==> src/rtl/btn_debounce.sv <==
// btn_debounce: synchronises and debounces raw push-button levels against a
// millisecond timebase. It produces clean stable levels and one-cycle
// press/release events for the downstream game core.
//
// Ports:
//   clk             clock shared with the game core
//   rst             synchronous reset, active-high
//   ticks_per_milli clk cycles per millisecond, sampled live (0 or 1 => tick every cycle)
//   btn_raw         raw asynchronous button levels, 1 = pressed
//   btn_stable      debounced level per button
//   btn_press       one-cycle pulse when a 0->1 transition is accepted
//   btn_release     one-cycle pulse when a 1->0 transition is accepted
//   press_valid     encoded-press event (only with BTN_DEBOUNCE_ENCODE_EN)
//   press_idx       lowest pressing button index, held between events
//                   (only with BTN_DEBOUNCE_ENCODE_EN)
//
// Optional feature macro: BTN_DEBOUNCE_ENCODE_EN. When it is undefined,
// press_valid and press_idx are tied to 0.
module btn_debounce #(
  parameter int unsigned NUM_BTNS    = 4,
  parameter int unsigned DEBOUNCE_MS = 10,
  parameter int unsigned TICKS_WIDTH = 16
) (
  input  logic                   clk,
  input  logic                   rst,
  input  logic [TICKS_WIDTH-1:0] ticks_per_milli,
  input  logic [NUM_BTNS-1:0]    btn_raw,
  output logic [NUM_BTNS-1:0]    btn_stable,
  output logic [NUM_BTNS-1:0]    btn_press,
  output logic [NUM_BTNS-1:0]    btn_release,
  output logic                   press_valid,
  output logic [1:0]             press_idx
);

  localparam int unsigned CW = $clog2(DEBOUNCE_MS + 1);
  localparam logic [CW-1:0] CNT_LAST = CW'(DEBOUNCE_MS - 1);

  logic [NUM_BTNS-1:0]    sync1_q, sync2_q;
  logic [TICKS_WIDTH-1:0] pre_q, pre_d, tpm_last;
  logic                   tpm_small, ms_tick;
  logic [NUM_BTNS-1:0]    stable_q, stable_d;
  logic [NUM_BTNS-1:0]    press_q, press_d;
  logic [NUM_BTNS-1:0]    release_q, release_d;
  logic [CW-1:0]          cnt_q [NUM_BTNS];
  logic [CW-1:0]          cnt_d [NUM_BTNS];

  // Millisecond prescaler. The >= comparison makes a live shrink of
  // ticks_per_milli below the current count wrap to 0 without a tick.
  always_comb begin
    tpm_small = (ticks_per_milli <= TICKS_WIDTH'(1));
    tpm_last  = ticks_per_milli - TICKS_WIDTH'(1);
    ms_tick   = tpm_small || (pre_q == tpm_last);
    pre_d     = pre_q + TICKS_WIDTH'(1);
    if (tpm_small || (pre_q >= tpm_last)) begin
      pre_d = '0;
    end
  end

  // Per-button debounce. Any cycle where the synchronised level matches the
  // accepted level restarts the count. The event pulses are registered
  // alongside stable_q so that they coincide with the new level.
  always_comb begin
    stable_d  = stable_q;
    press_d   = '0;
    release_d = '0;
    for (int unsigned i = 0; i < NUM_BTNS; i++) begin
      cnt_d[i] = cnt_q[i];
      if (sync2_q[i] == stable_q[i]) begin
        cnt_d[i] = '0;
      end else if (ms_tick) begin
        if (cnt_q[i] == CNT_LAST) begin
          stable_d[i]  = sync2_q[i];
          cnt_d[i]     = '0;
          press_d[i]   = sync2_q[i];
          release_d[i] = ~sync2_q[i];
        end else begin
          cnt_d[i] = cnt_q[i] + CW'(1);
        end
      end
    end
  end

  always_ff @(posedge clk) begin
    if (rst) begin
      sync1_q   <= '0;
      sync2_q   <= '0;
      pre_q     <= '0;
      stable_q  <= '0;
      press_q   <= '0;
      release_q <= '0;
      for (int unsigned i = 0; i < NUM_BTNS; i++) begin
        cnt_q[i] <= '0;
      end
    end else begin
      sync1_q   <= btn_raw;
      sync2_q   <= sync1_q;
      pre_q     <= pre_d;
      stable_q  <= stable_d;
      press_q   <= press_d;
      release_q <= release_d;
      for (int unsigned i = 0; i < NUM_BTNS; i++) begin
        cnt_q[i] <= cnt_d[i];
      end
    end
  end

  assign btn_stable  = stable_q;
  assign btn_press   = press_q;
  assign btn_release = release_q;

`ifdef BTN_DEBOUNCE_ENCODE_EN
  // Only the first four buttons fit the 2-bit index.
  localparam int unsigned ENC_N = (NUM_BTNS < 4) ? NUM_BTNS : 4;

  logic       pv_q, pv_d;
  logic [1:0] idx_q, idx_d;

  // Scan from high to low so the lowest pressing index is the one kept.
  always_comb begin
    pv_d  = 1'b0;
    idx_d = idx_q;
    for (int unsigned j = 0; j < ENC_N; j++) begin
      if (press_d[ENC_N-1-j]) begin
        pv_d  = 1'b1;
        idx_d = 2'(ENC_N - 1 - j);
      end
    end
  end

  always_ff @(posedge clk) begin
    if (rst) begin
      pv_q  <= 1'b0;
      idx_q <= '0;
    end else begin
      pv_q  <= pv_d;
      idx_q <= idx_d;
    end
  end

  assign press_valid = pv_q;
  assign press_idx   = idx_q;
`else
  assign press_valid = 1'b0;
  assign press_idx   = '0;
`endif

endmodule

==> config.mk <==
export PLATFORM = sky130hd
export DESIGN_NAME = btn_debounce
export DESIGN_NICKNAME = d
export VERILOG_FILES = /design/src/rtl/btn_debounce.sv
export SDC_FILE = /design/constraint.sdc
export NUM_CORES = 1
export LEC_CHECK = 0
export BUFFER_PORTS_ARGS = -buffer_cell sky130_fd_sc_hd__buf_4
export CORE_MARGIN = 1
export CORE_UTILIZATION = 40
export DETAILED_ROUTE_END_ITERATION = 10
export GPL_ROUTABILITY_DRIVEN = 0
export HOLD_SLACK_MARGIN = 0.08
export PLACE_DENSITY = 0.64
export SYNTH_ARGS = -nofsm -noshare
export SYNTH_HDL_FRONTEND = slang
export SYNTH_SLANG_ARGS = --single-unit
==> constraint.sdc <==
create_clock -name clk -period 4.51 [get_ports clk]
set_input_delay 0.451 -clock clk [delete_from_list [all_inputs] [get_ports clk]]
set_output_delay 0.451 -clock clk [all_outputs]
set_load 0.005 [all_outputs]
After elaboration in Yosys (flattened, before gate mapping):

Memories as Yosys holds them, arrays and structs flattened.
Index checks and enable logic that the tools add are counted.

* memory bits (writable): 16
* memories kept: 1
* bits of input ports: 22
* bits in registers: 36

* multiplexer cells: 19
* reductions and logical operators: 11
* magnitude comparators: 2
* bitwise gates (word level): 17
* equal/unequal tests: 9
* $add $sub $neg: 6

Memories
* cnt_q: depth 4, width 4, rd ports 4, clocked after memory_dff 0, write ports 4, line 44 `logic [CW-1:0] cnt_q [NUM_BTNS];`

Operator list (number)
* 4-bit 2-to-1 mux: 16
* 16-bit by 1-bit adder with 16-bit output, second input constant: 1
* 4-bit by 1-bit adder with 4-bit output, second input constant: 4
* 16-bit == test: 1
* 4-bit == test, second input constant: 4
* 16-bit >= comparator: 1
* 16-bit by 1-bit less-or-equal comparator with 1-bit output, second input constant: 1
* 4-bit OR reduction: 4
* 16-bit by 1-bit subtractor with 16-bit output, second input constant: 1
* 1-bit NOT: 13
* 3-bit AND reduction: 4
* 1-bit == test: 4
* 1-bit OR: 4
* 1-bit 2-to-1 mux: 3
* 1-bit logical OR: 2
* 2-bit OR reduction: 1

Longest topological paths before layout:

Gate-level depths: netlist (run 1).

* depth after elaboration: 6
* depth in mapped cells: 13

Worst setup path after synthesis (run 1):

OpenSTA, ideal clock, no wires.

* kind: input port to flip-flop
* start: input port ticks_per_milli[3]
* end: memory cnt_q[0][3] in the netlist's numbering
* stages: 11
* arrival time: 3.195 ns
* path buffers: 0
* required time: 4.436 ns
* slack: 1.241 ns
* cell sequence: nor3_2 -> nand2_1 -> or3_1 -> nor3_1 -> xnor2_1 -> ha_1 -> nand4_1 -> or4_4 -> o21a_4 -> or4_1 -> a31oi_1

RTL lines
* start, declared: line 26 `input logic [TICKS_WIDTH-1:0] ticks_per_milli,`
* end, declared: line 44

Final worst setup path (run 1):

* start: input port ticks_per_milli[3]
* end: register press_q[3] (netlist: btn_press[3])

* word-level cells in the longest chain between the ends: 5
* elaborated cells between the ends (all ways): 6
* those cells by class: add/sub (1); order compare (1); eq/ne (1); bitwise (1); reduce/logical (2)

Ends and longest elaborated chain
* 16-bit by 1-bit subtractor with 16-bit output: line 51 `tpm_last = ticks_per_milli - TICKS_WIDTH'(1);`
* 16-bit == test: line 52 `ms_tick = tpm_small || (pre_q == tpm_last);`
* 1-bit logical OR (*): line 52
* 1-bit NOT (no source line) (*)
* 4-bit OR reduction (no source line) (*)
* end signal, assigned: line 99 `press_q <= press_d;`
* end, declared: line 42 `logic [NUM_BTNS-1:0] press_q, press_d;`

Mark *: on every way between the ends. The rest lies on a longest branch, timed or not.
A chain may end at the register's enable or synchronous reset.

==> metrics.md, run 1 <==
| Metric | Value |
|---|---|
| Power Density | `251 mW/mm2` |
| Post-DP HPWL | `4.28 mm` |
| Worst min path class | `input pin to flop` |
| Mean area per synthesized cell | `about 8.6 um2` |
| Critical Path Sink | `btn_press[3]` |
| Share of layout cells above drive strength 1 | `0.147` |
| Largest net degree at the start of global routing | `25` |
| Post-Route Utilization | `0.476` |
| Vias in the first global route | `roughly 2300` |
| Critical Path RT | `roughly 4700 ps` |
| 1st-pass router iterations | `7` |
| Clk Latency, worst-skew pair | `310 ps` |
| R2R cell count | `6` |
| TritonCTS clock tree | `done` |
| DR iter-0 viols | `121` |
| R2R setup slack | `2080 ps` |
| R2R Path End | `btn_press[3]` |
| CP Launch Type | `input pin` |
| CP Cell Sequence | `buf_4 -> nor3_2 -> nand2_1 -> or3_1 -> nor3_1 -> xnor2_1 -> ha_1 -> nand4_1 -> or4_4 -> o21ai_1 -> nand3_1 -> nor4b_1` |
| Cts bufs inserted | `5` |
| Root Driver | `clkbuf_8` |
| # Max-Cap Violations | `0` |
| Worst Path Arrival | `3670 ps` |
| Hold_buf cts | `0` |
| Total gr overflow | `0` |
| Setup crit start | `ticks_per_milli[3]` |
| Most frequent cells in the layout | `dfxtp_1 (52), buf_4 (35), nor3_1 (29), nor2_1 (22), nand2_1 (22)` |
| Synth Flop Type | `dfxtp_1` |
| Failing checks | `design-rule violations` |
| Setup bufs post-CTS | `0` |
| # rows | `30` |
| CP peak stage delay | `570 ps` |
| Final WS setup | `1060 ps` |
| Port bufs | `33` |
| Yosys warnings | `0` |
| Initial Utilization | `0.414` |
| Post-Route WL | `5.77 mm` |
| Final period util | `0.764` |
| Post-route ant nets | `0` |
| I/O Pins | `37` |
| Count of cell types in the netlist | `46` |
| Ant. Diodes | `0` |
| Layout Nets | `401` |
| Antenna violations before repair | `0` |
| Max-slew violations | `0` |
| DRC | `1` |
| CP Capture Type | `flop` |
| All-Layer GR Usage | `0.169` |
| Status | `finished, violations left` |
| Asr flop ratio synth | `0` |
| Pleak | `1.21 nW` |
| Critical path type | `input pin to flop` |
| Core area | `0.00679 mm2` |
| CP bufs+invs | `1` |
| DIE AREA | `0.00737 mm2` |
| Worst Tran Pin Value | `around 800 ps` |
| Post-synth EDFFs | `0` |
| Clk sink count | `52` |
| #FFs+latches synth | `52` |
| Synthesis-to-finish area growth | `15.2%` |
| Worst-path clk slew | `100 ps` |
| Via density | `approximately 5.2` |
| Stages on the worst setup path | `12` |
| Die height | `85.8 um` |
| Worst Path Max Fanout | `11` |
| Syn Std Cell Area | `0.00281 mm2` |
| Unrepaired setup endpoints after global routing | `false` |
| Most common cell after layout, fill and taps aside | `dfxtp_1` |
| Post-place setup slack | `a little under 700 ps` |
| Final Critical Period | `between 3000 and 4000 ps` |
| Number of cells after detailed placement | `between 400 and 500` |
| Cells after synthesis | `326` |
| TNS Setup | `0 ps` |
| Htree depth | `2` |
| Final setup violation count | `0` |
| Count of final hold-check violations | `0` |
| CTS max path bufs | `2` |
| Worst VDD drop | `0.127 mV` |
| Post-CTS sizing | `0` |
| Vias | `2395` |
| Horiz. Die Dim | `between 80 and 90 um` |
| DR WL/cell | `~13 um` |
| Skew final | `7.56 ps` |
| First-pass GRT wire length | `10.1 mm` |
| Sequential fraction of the synthesis area | `0.370` |
| Slew margin rel. | `0.457` |
| RR Startpoint | `pre_q[13]` |
| Delay-heaviest family, CP | `simple AND/OR/NAND/NOR gates` |
| Finished Layout Cells | `457` |
| Slowest-stage cell, CP | `or4_4` |
| FMAX | `290 MHz` |
==> cell usage after synthesis, drive strengths merged, types with 6 or more instances <==
library cell	n	area share
nand4	12	0.029
a21oi	17	0.030
nand3	12	0.021
nand2b	12	0.027
dfxtp	52	0.37
nor3	30	0.055
nand2	22	0.029
nor2	22	0.029
xnor2	13	0.041
ha	19	0.085
buf	6	0.013
nor2b	13	0.029
xor2	17	0.053
o21ai	9	0.016
inv	15	0.020
==> per-stage QoR <==
step	instance area (um2)	total power, mW	hold WS (ps)
floorplan	2820	0.520	414
global placement	3150	0.547	417
detailed placement	3150	0.549	424
CTS	3240	0.821	336
global route	3240	0.846	335
finish	3240	0.813	340
==> cells by family after synthesis <==
kind of cell	after synthesis	synth area share
compound gates	48	0.109
simple gates	146	0.284
other cells	1	0.00133
flops	52	0.370
fa+ha+maj	19	0.0846
mux	5	0.0187
xor+xnor	30	0.0935
buf+inv	25	0.0387
==> where the power goes <==
part | total (mW) | switching, mW | internal (mW)
clock | 0.275 | 0.164 | 0.111
combinational | 0.0697 | 0.0359 | 0.0338
sequential | 0.469 | 0.00408 | 0.465
total | 0.813 | 0.204 | 0.609
==> registers in the layout, summed over array words and instances (netlist names) <==
register	flops
cnt_q	16
sync1_q	4
btn_press	4
pre_q	16
btn_release	4
btn_stable	4
sync2_q	4
==> routing by layer <==
layer  global-route usage  vias up  part of all wire
met5                    0        -                 0
met4               0.0652        0             0.017
met3               0.0250        9             0.031
met2                0.267       41              0.44
met1                0.233     1117              0.51
li1                     -     1228                 -
==> final cells by class <==
class	count	area [um2]
Timing Repair Buffer	35	263
Clock inverter	2	16.3
Clock buffer	6	72.6
Multi-Input combinational cell	251	1670
Tap cell	96	120
Inverter	15	56.3
Fill cell	656	3560
Sequential cell	52	1040
==> worst min path at each step <==
stage               start         end  slack [ps]  cells past startpoint
6_report       btn_raw[1]  sync1_q[1]         340                      2
2_1_floorplan  sync1_q[0]  sync2_q[0]         410                      1
4_1_cts        btn_raw[1]  sync1_q[1]         340                      2
3_5_place_dp   sync1_q[0]  sync2_q[0]         420                      1
3_3_place_gp   sync1_q[1]  sync2_q[1]         420                      1
5_1_grt        btn_raw[1]  sync1_q[1]         330                      2
==> worst register-to-register path, cell delays in order (launching register included) <==
cell	delay [ps]
dfxtp_1	350
ha_1	310
nand4_1	160
or4_4	610
o21ai_1	460
nand3_1	200
nor4b_1	260
Power figures use the tool's default switching activity.
==> run 2: changes to the inputs <==
--- a/config.mk
+++ b/config.mk
@@ -5,13 +5,14 @@
 export SDC_FILE = /design/constraint.sdc
 export NUM_CORES = 1
 export LEC_CHECK = 0
+export ABC_AREA = 1
 export BUFFER_PORTS_ARGS = -buffer_cell sky130_fd_sc_hd__buf_4
 export CORE_MARGIN = 1
 export CORE_UTILIZATION = 40
 export DETAILED_ROUTE_END_ITERATION = 10
 export GPL_ROUTABILITY_DRIVEN = 0
 export HOLD_SLACK_MARGIN = 0.08
-export PLACE_DENSITY = 0.64
+export PLACE_DENSITY = 0.65
 export SYNTH_ARGS = -nofsm -noshare
 export SYNTH_HDL_FRONTEND = slang
 export SYNTH_SLANG_ARGS = --single-unit
==> constraint.sdc (replaced) <==
create_clock -name clk -period 2.84 [get_ports clk]
set_input_delay 0.284 -clock clk [delete_from_list [all_inputs] [get_ports clk]]
set_output_delay 0.284 -clock clk [all_outputs]
set_load 0.005 [all_outputs]
==> metrics.md, run 2 <==
| Metric | Value |
|---|---|
| Top-count cell post-synth | `nand2_1` |
| TritonCTS clock tree | `done` |
| Worst Min Path Start | `btn_raw[1]` |
| #FFs+latches synth | `52` |
| Horiz. Die Dim | `91.7 um` |
| Setup bufs post-CTS | `0` |
| Vias in the first global route | `2571` |
| Ant. Diodes | `0` |
| Max-slew violations | `0` |
| Global routing's busiest layer | `met2` |
| First-pass GRT wire length | `11.3 mm` |
| DR WL/cell | `between 10 and 15 um` |
| Synth cell count leaders | `nand2_1 (94), inv_1 (78), nor2_1 (73)` |
| Synth top area cells | `dfxtp_1 (32%), nand2_1 (11%), inv_1 (9.1%)` |
| Via density | `4.60` |
| Post-synth EDFFs | `0` |
| Critical Path RT | `3090 ps` |
| # rows | `32` |
| Synth Flop Type | `dfxtp_1` |
| Post-Route Utilization | `0.472` |
| Setup crit start | `ticks_per_milli[0]` |
| Most frequent cells in the layout | `nand2_1 (94), inv_1 (78), nor2_1 (73), dfxtp_1 (52), buf_4 (38)` |
| Initial Utilization | `0.414` |
| Cells after synthesis | `467` |
| DR iter-0 viols | `84` |
| Htree depth | `2` |
| Root Driver | `clkbuf_8` |
| Post-Route WL | `6.41 mm` |
| DRC | `0` |
| Share of layout cells above drive strength 1 | `0.159` |
| CP Capture Type | `flop` |
| DIE AREA | `0.00841 mm2` |
| Status | `complete, no violations` |
| Clk sink count | `52` |
| Critical path type | `input pin to flop` |
| Clk Latency, worst-skew pair | `~310 ps` |
| Hold_buf cts | `0` |
| Pleak | `1.57 nW` |
| Area leader, netlist | `dfxtp_1` |
| Power Density | `360 mW/mm2` |
| # fillers | `812` |
| Share of the synthesized area in the top cell type | `0.323` |
| Vias | `2805` |
| Number of cells after detailed placement | `602` |
| Top flop regs | `cnt_q (16), pre_q (16)` |
| I/O Pins | `37` |
| Yosys warnings | `0` |
| Final WS setup | `484 ps` |
| CTS max path bufs | `2` |
| Post-route ant nets | `0` |
| 1st-pass router iterations | `4` |
| FMAX | `approximately 420 MHz` |
| Syn Std Cell Area | `0.00322 mm2` |
| Sequential fraction of the synthesis area | `0.323` |
| Finished Layout Cells | `between 600 and 700` |
| Die height | `91.7 um` |
| Worst Tran Pin Value | `around 640 ps` |
| Worst min path class | `input pin to flop` |
| RR Startpoint | `pre_q[15]` |
| Post-CTS sizing | `0` |
| Final period util | `0.830` |
| # Max-Cap Violations | `0` |
| Core area | `slightly below 0.008 mm2` |
| Synthesis-to-finish area growth | `13.8%` |
| M3 GR Usage | `0.0240` |
| Cts bufs inserted | `5` |
| Post-DP HPWL | `5.14 mm` |
| All-Layer GR Usage | `0.165` |
| Worst Path Arrival | `2600 ps` |
| Post-place setup slack | `167 ps` |
| Worst-path clk slew | `100 ps` |
| GR Util met1 | `0.225` |
| Final Critical Period | `between 2000 and 2500 ps` |
| Total gr overflow | `0` |
| Unrepaired setup endpoints after global routing | `false` |
| Worst Path Max Fanout | `8` |
| Most common cell after layout, fill and taps aside | `nand2_1` |
| CP Launch Type | `input pin` |
| Largest net degree at the start of global routing | `20` |
| Layout Nets | `548` |
| Skew final | `11.4 ps` |
| Port bufs | `33` |
| Asr flop ratio synth | `0` |
| Dpl cell area | `0.00357 mm2` |
| Antenna violations before repair | `0` |
| Met2 Use GR | `0.266` |
| Count of final hold-check violations | `0` |
| Final setup violation count | `0` |
| Worst VDD drop | `0.199 mV` |
| Slew margin rel. | `0.571` |
| Design Area, Final | `about 0.0037 mm2` |
| Mean area per synthesized cell | `6.89 um2` |
| TNS Setup | `0 ps` |
| Count of cell types in the netlist | `31` |
==> run 2: cell types whose count changed in the layout (fill, tap and decap cells not counted), sizes merged, moves of 13 or more <==
cell,delta
nand2,+80
inv,+67
nor3,-20
nor2,+64
nor2b,-13
==> run 2: metal layers <==
| metal | up-vias | share of wire |
|---|---|---|
| li1 | 1524 | - |
| met1 | 1238 | 0.51 |
| met2 | 37 | 0.44 |
| met3 | 6 | 0.029 |
| met4 | 0 | 0.017 |
| met5 | - | 0 |
==> run 2: kinds of logic (layout without fill, tap and decap cells) <==
logic type / count (synthesis) / in the layout / synth area share
adder cells (fa/ha/maj): 19 / 19 / 0.0739
AND/OR/NAND/NOR: 235 / 235 / 0.336
AO/OA/AOI/OAI: 45 / 45 / 0.0797
other: 1 / 3 / 0.00117
flip-flops: 52 / 52 / 0.323
buffers and inverters: 89 / 128 / 0.115
XOR/XNOR: 26 / 26 / 0.0708
==> run 2: area by class of cell <==
class / count / area, um2 / share of cell area
clock inverter: 2 / 16.3 / 0.00444
clock buffer: 6 / 72.6 / 0.0198
inverter: 82 / 308 / 0.0840
sequential: 52 / 1040 / 0.284
timing repair buffer: 38 / 285 / 0.0779
tap: 102 / 128 / 0.0348
multi-input combinational: 328 / 1810 / 0.495
==> run 2: stage by stage <==
stage                     total power [mW]  hold WS, ps
after floorplan                      0.850          388
after global placement               0.897          391
after detailed placement             0.899          395
after CTS                             1.33          166
after global routing                  1.38          168
final                                 1.32          164
==> run 2: path summary, 6_finish.rpt <==
| check | to | slack, ps | cells after the start |
|---|---|---|---|
| setup / recovery | btn_release[1] | 480 | 19 |
| hold / removal | sync1_q[1] | 160 | 3 |
| setup reg to reg | btn_release[1] | 1120 | 10 |
| hold reg to reg | sync2_q[0] | 410 | 2 |
==> run 2: report_power, final <==
part / internal, mW / switching (mW) / leakage (nW)
combinational: 0.0583 / 0.0779 / 1.10
clock: 0.176 / 0.260 / 0.0414
sequential: 0.738 / 0.00752 / 0.421
==> run 2: worst max-delay path, stage by stage <==
cell     delay [ps]
buf_4           110
inv_1            90
ha_1            190
nand2_2          90
nor2_4          120
nand3_1         100
nor2_1          130
xor2_1          160
inv_1            60
ha_1            260
nand2_1          60
nor2_1          150
nand2_1          80
nor2_1          130
nand2_1          80
nand2_2         140
buf_4           180
nand2_1          80
nor3_2          100
==> run 3: changes to the inputs <==
==> constraint.sdc (replaced) <==
create_clock -name clk -period 2 [get_ports clk]
set_input_delay 0.2 -clock clk [delete_from_list [all_inputs] [get_ports clk]]
set_output_delay 0.2 -clock clk [all_outputs]
set_load 0.005 [all_outputs]
==> metrics.md, run 3 (same netlist as run 2, synthesis figures left out) <==
| Metric | Value |
|---|---|
| Design Area, Final | `0.00448 mm2` |
| Via density | `4.72` |
| Pleak | `about 2 nW` |
| Htree depth | `2` |
| Worst Tran Pin Value | `765 ps` |
| Worst Path Max Fanout | `7` |
| Largest net degree at the start of global routing | `17` |
| TritonCTS clock tree | `done` |
| Slowest-stage cell, CP | `ha_4` |
| Root Driver | `clkbuf_8` |
| Vias | `3099` |
| Worst Path Arrival | `approximately 2300 ps` |
| Most frequent cells in the layout | `nand2_1 (75), buf_4 (73), inv_1 (70), nor2_1 (56), dfxtp_1 (52)` |
| Failing checks | `negative setup slack` |
| FMAX | `481 MHz` |
| Dpl cell area | `slightly below 0.004 mm2` |
| # rows | `32` |
| Power Density | `approximately 440 mW/mm2` |
| Critical path type | `input pin to flop` |
| Share of layout cells above drive strength 1 | `0.339` |
| Switching Share | `0.258` |
| CTS max path bufs | `2` |
| 1st-pass router iterations | `4` |
| DRC | `0` |
| Critical Path RT | `2240 ps` |
| Finished Layout Cells | `657` |
| Die height | `91.7 um` |
| Clk sink count | `52` |
| Number of cells after detailed placement | `631` |
| Share of power burned in registers | `0.532` |
| Worst min path class | `input pin to flop` |
| Synthesis-to-finish area growth | `39.1%` |
| First-pass GRT wire length | `around 13 mm` |
| Post-Route WL | `approximately 7.9 mm` |
| Slew margin rel. | `0.485` |
| Post-DP HPWL | `5.54 mm` |
| Most common cell after layout, fill and taps aside | `nand2_1` |
| Hold slack | `about 91 ps` |
| Initial Utilization | `0.414` |
| I/O Pins | `37` |
| Post-route ant nets | `0` |
| Antenna violations before repair | `0` |
| Max-slew violations | `0` |
| Clk Latency, worst-skew pair | `~300 ps` |
| # Max-Cap Violations | `0` |
| Skew final | `9.88 ps` |
| CP Capture Type | `flop` |
| # fillers | `about 730` |
| All-Layer GR Usage | `0.189` |
| Final period util | `1.04` |
| Vias in the first global route | `2900` |
| Switch Pwr | `0.513 mW` |
| Combinational Power Share | `0.151` |
| CP Cell Sequence | `buf_12 -> inv_12 -> ha_4 -> nand2_4 -> nor2_4 -> nand3_2 -> nor2_2 -> xor2_1 -> inv_1 -> ha_4 -> nand2_4 -> nor2_4 -> nand2_2 -> nor2_4 -> nand2_2 -> nand2_4 -> buf_12 -> nand2_4 -> nor3_2` |
| Total power | `1.99 mW` |
| Unrepaired setup endpoints after global routing | `true` |
| Multi-input gate area | `approximately 0.0022 mm2` |
| Final setup violation count | `38` |
| Clock power share | `0.317` |
| Register area | `0.00104 mm2` |
| Port bufs | `33` |
| Top flop regs | `cnt_q (16), pre_q (16)` |
| Worst-path clk slew | `100 ps` |
| CP Launch Type | `input pin` |
| DIE AREA | `roughly 0.0084 mm2` |
| Status | `finished, violations left` |
| Layout Nets | `595` |
| Core area | `0.00777 mm2` |
| CP peak stage delay | `280 ps` |
| DR WL/cell | `12.0 um` |
| Worst VDD drop | `~0.47 mV` |
| Total gr overflow | `0` |
| Horiz. Die Dim | `91.7 um` |
| Count of final hold-check violations | `0` |
| Ant. Diodes | `0` |
| Int Pwr | `1.48 mW` |
| Cts bufs inserted | `5` |
| Crit path top cell by count | `nand2_4` |
| Final Critical Period | `2080 ps` |
| Final WS setup | `-76.9 ps` |
| DR iter-0 viols | `156` |
-- run 3: cell count changes in the layout (fill, tap and decap cells not counted), moves of 6 or more --
cell and change:
buf_6 +6, inv_2 +6, nand2_4 +7, nor2_1 -17, nor2_4 +10, nand2_1 -19, buf_4 +35, inv_1 -8
nor2_2 +7, nand2_2 +11
-- run 3: layout make-up --
| cell class | count | area share |
|---|---|---|
| Multi-Input combinational cell | 330 | 0.488 |
| Clock buffer | 6 | 0.0185 |
| Sequential cell | 52 | 0.233 |
| Timing Repair Buffer | 83 | 0.156 |
| Tap cell | 102 | 0.0285 |
| Inverter | 82 | 0.0732 |
| Clock inverter | 2 | 0.00308 |
-- run 3: worst paths after layout --
path / startpoint / end / slack (ps) / cells past startpoint
worst max-delay path: ticks_per_milli[1] / btn_release[3] / -80 / 19
worst min-delay path: btn_raw[3] / sync1_q[3] / 90 / 3
worst max register to register: pre_q[13] / cnt_q[3][3] / 300 / 10
worst min register to register: sync1_q[0] / sync2_q[0] / 410 / 2
-- run 3: worst max-delay path: cells and delay by family --
kind,cells,cell delay [ps]
adders and majority gates,2,420
buffers and inverters,4,380
and+or+nand+nor,12,1110
xor gates and xnor gates,1,170
-- run 3: power by group through the flow --
| stage | logic [mW] | clock network (mW) | registers (mW) |
|---|---|---|---|
| after detailed placement | 0.243 | 0 | 1.08 |
| after global routing | 0.333 | 0.695 | 1.06 |
| after floorplan | 0.135 | 0 | 1.08 |
| final | 0.301 | 0.631 | 1.06 |
| after global placement | 0.237 | 0 | 1.08 |
| after CTS | 0.267 | 0.646 | 1.06 |
-- run 3: repair_timing --
| item | CTS | global route |
|---|---|---|
| setup endpoints to repair | 38 | 44 |
| cloned | 2 | 1 |
| hold buffers | 0 | 0 |
| buffers inserted | 6 | 9 |
| gates resized for setup | 31 | 53 |
| pin swaps | 28 | 41 |
-- run 3: through the flow --
step / TNS, ps / util / worst slack, ps
after floorplan: -3850 / - / -163
after global placement: -16500 / 0.500 / -437
after detailed placement: -18350 / 0.500 / -480
after CTS: -34.4 / 0.539 / -12.7
after global routing: -6010 / 0.576 / -213
final: -1090 / 0.576 / -76.9
-- run 3: routing by layer --
metal | wire length [um] | GRT usage
met1 | 3830 | 0.251
met2 | 3790 | 0.325
met3 | 172 | 0.0299
met4 | 104 | 0.0378
met5 | 0 | 0
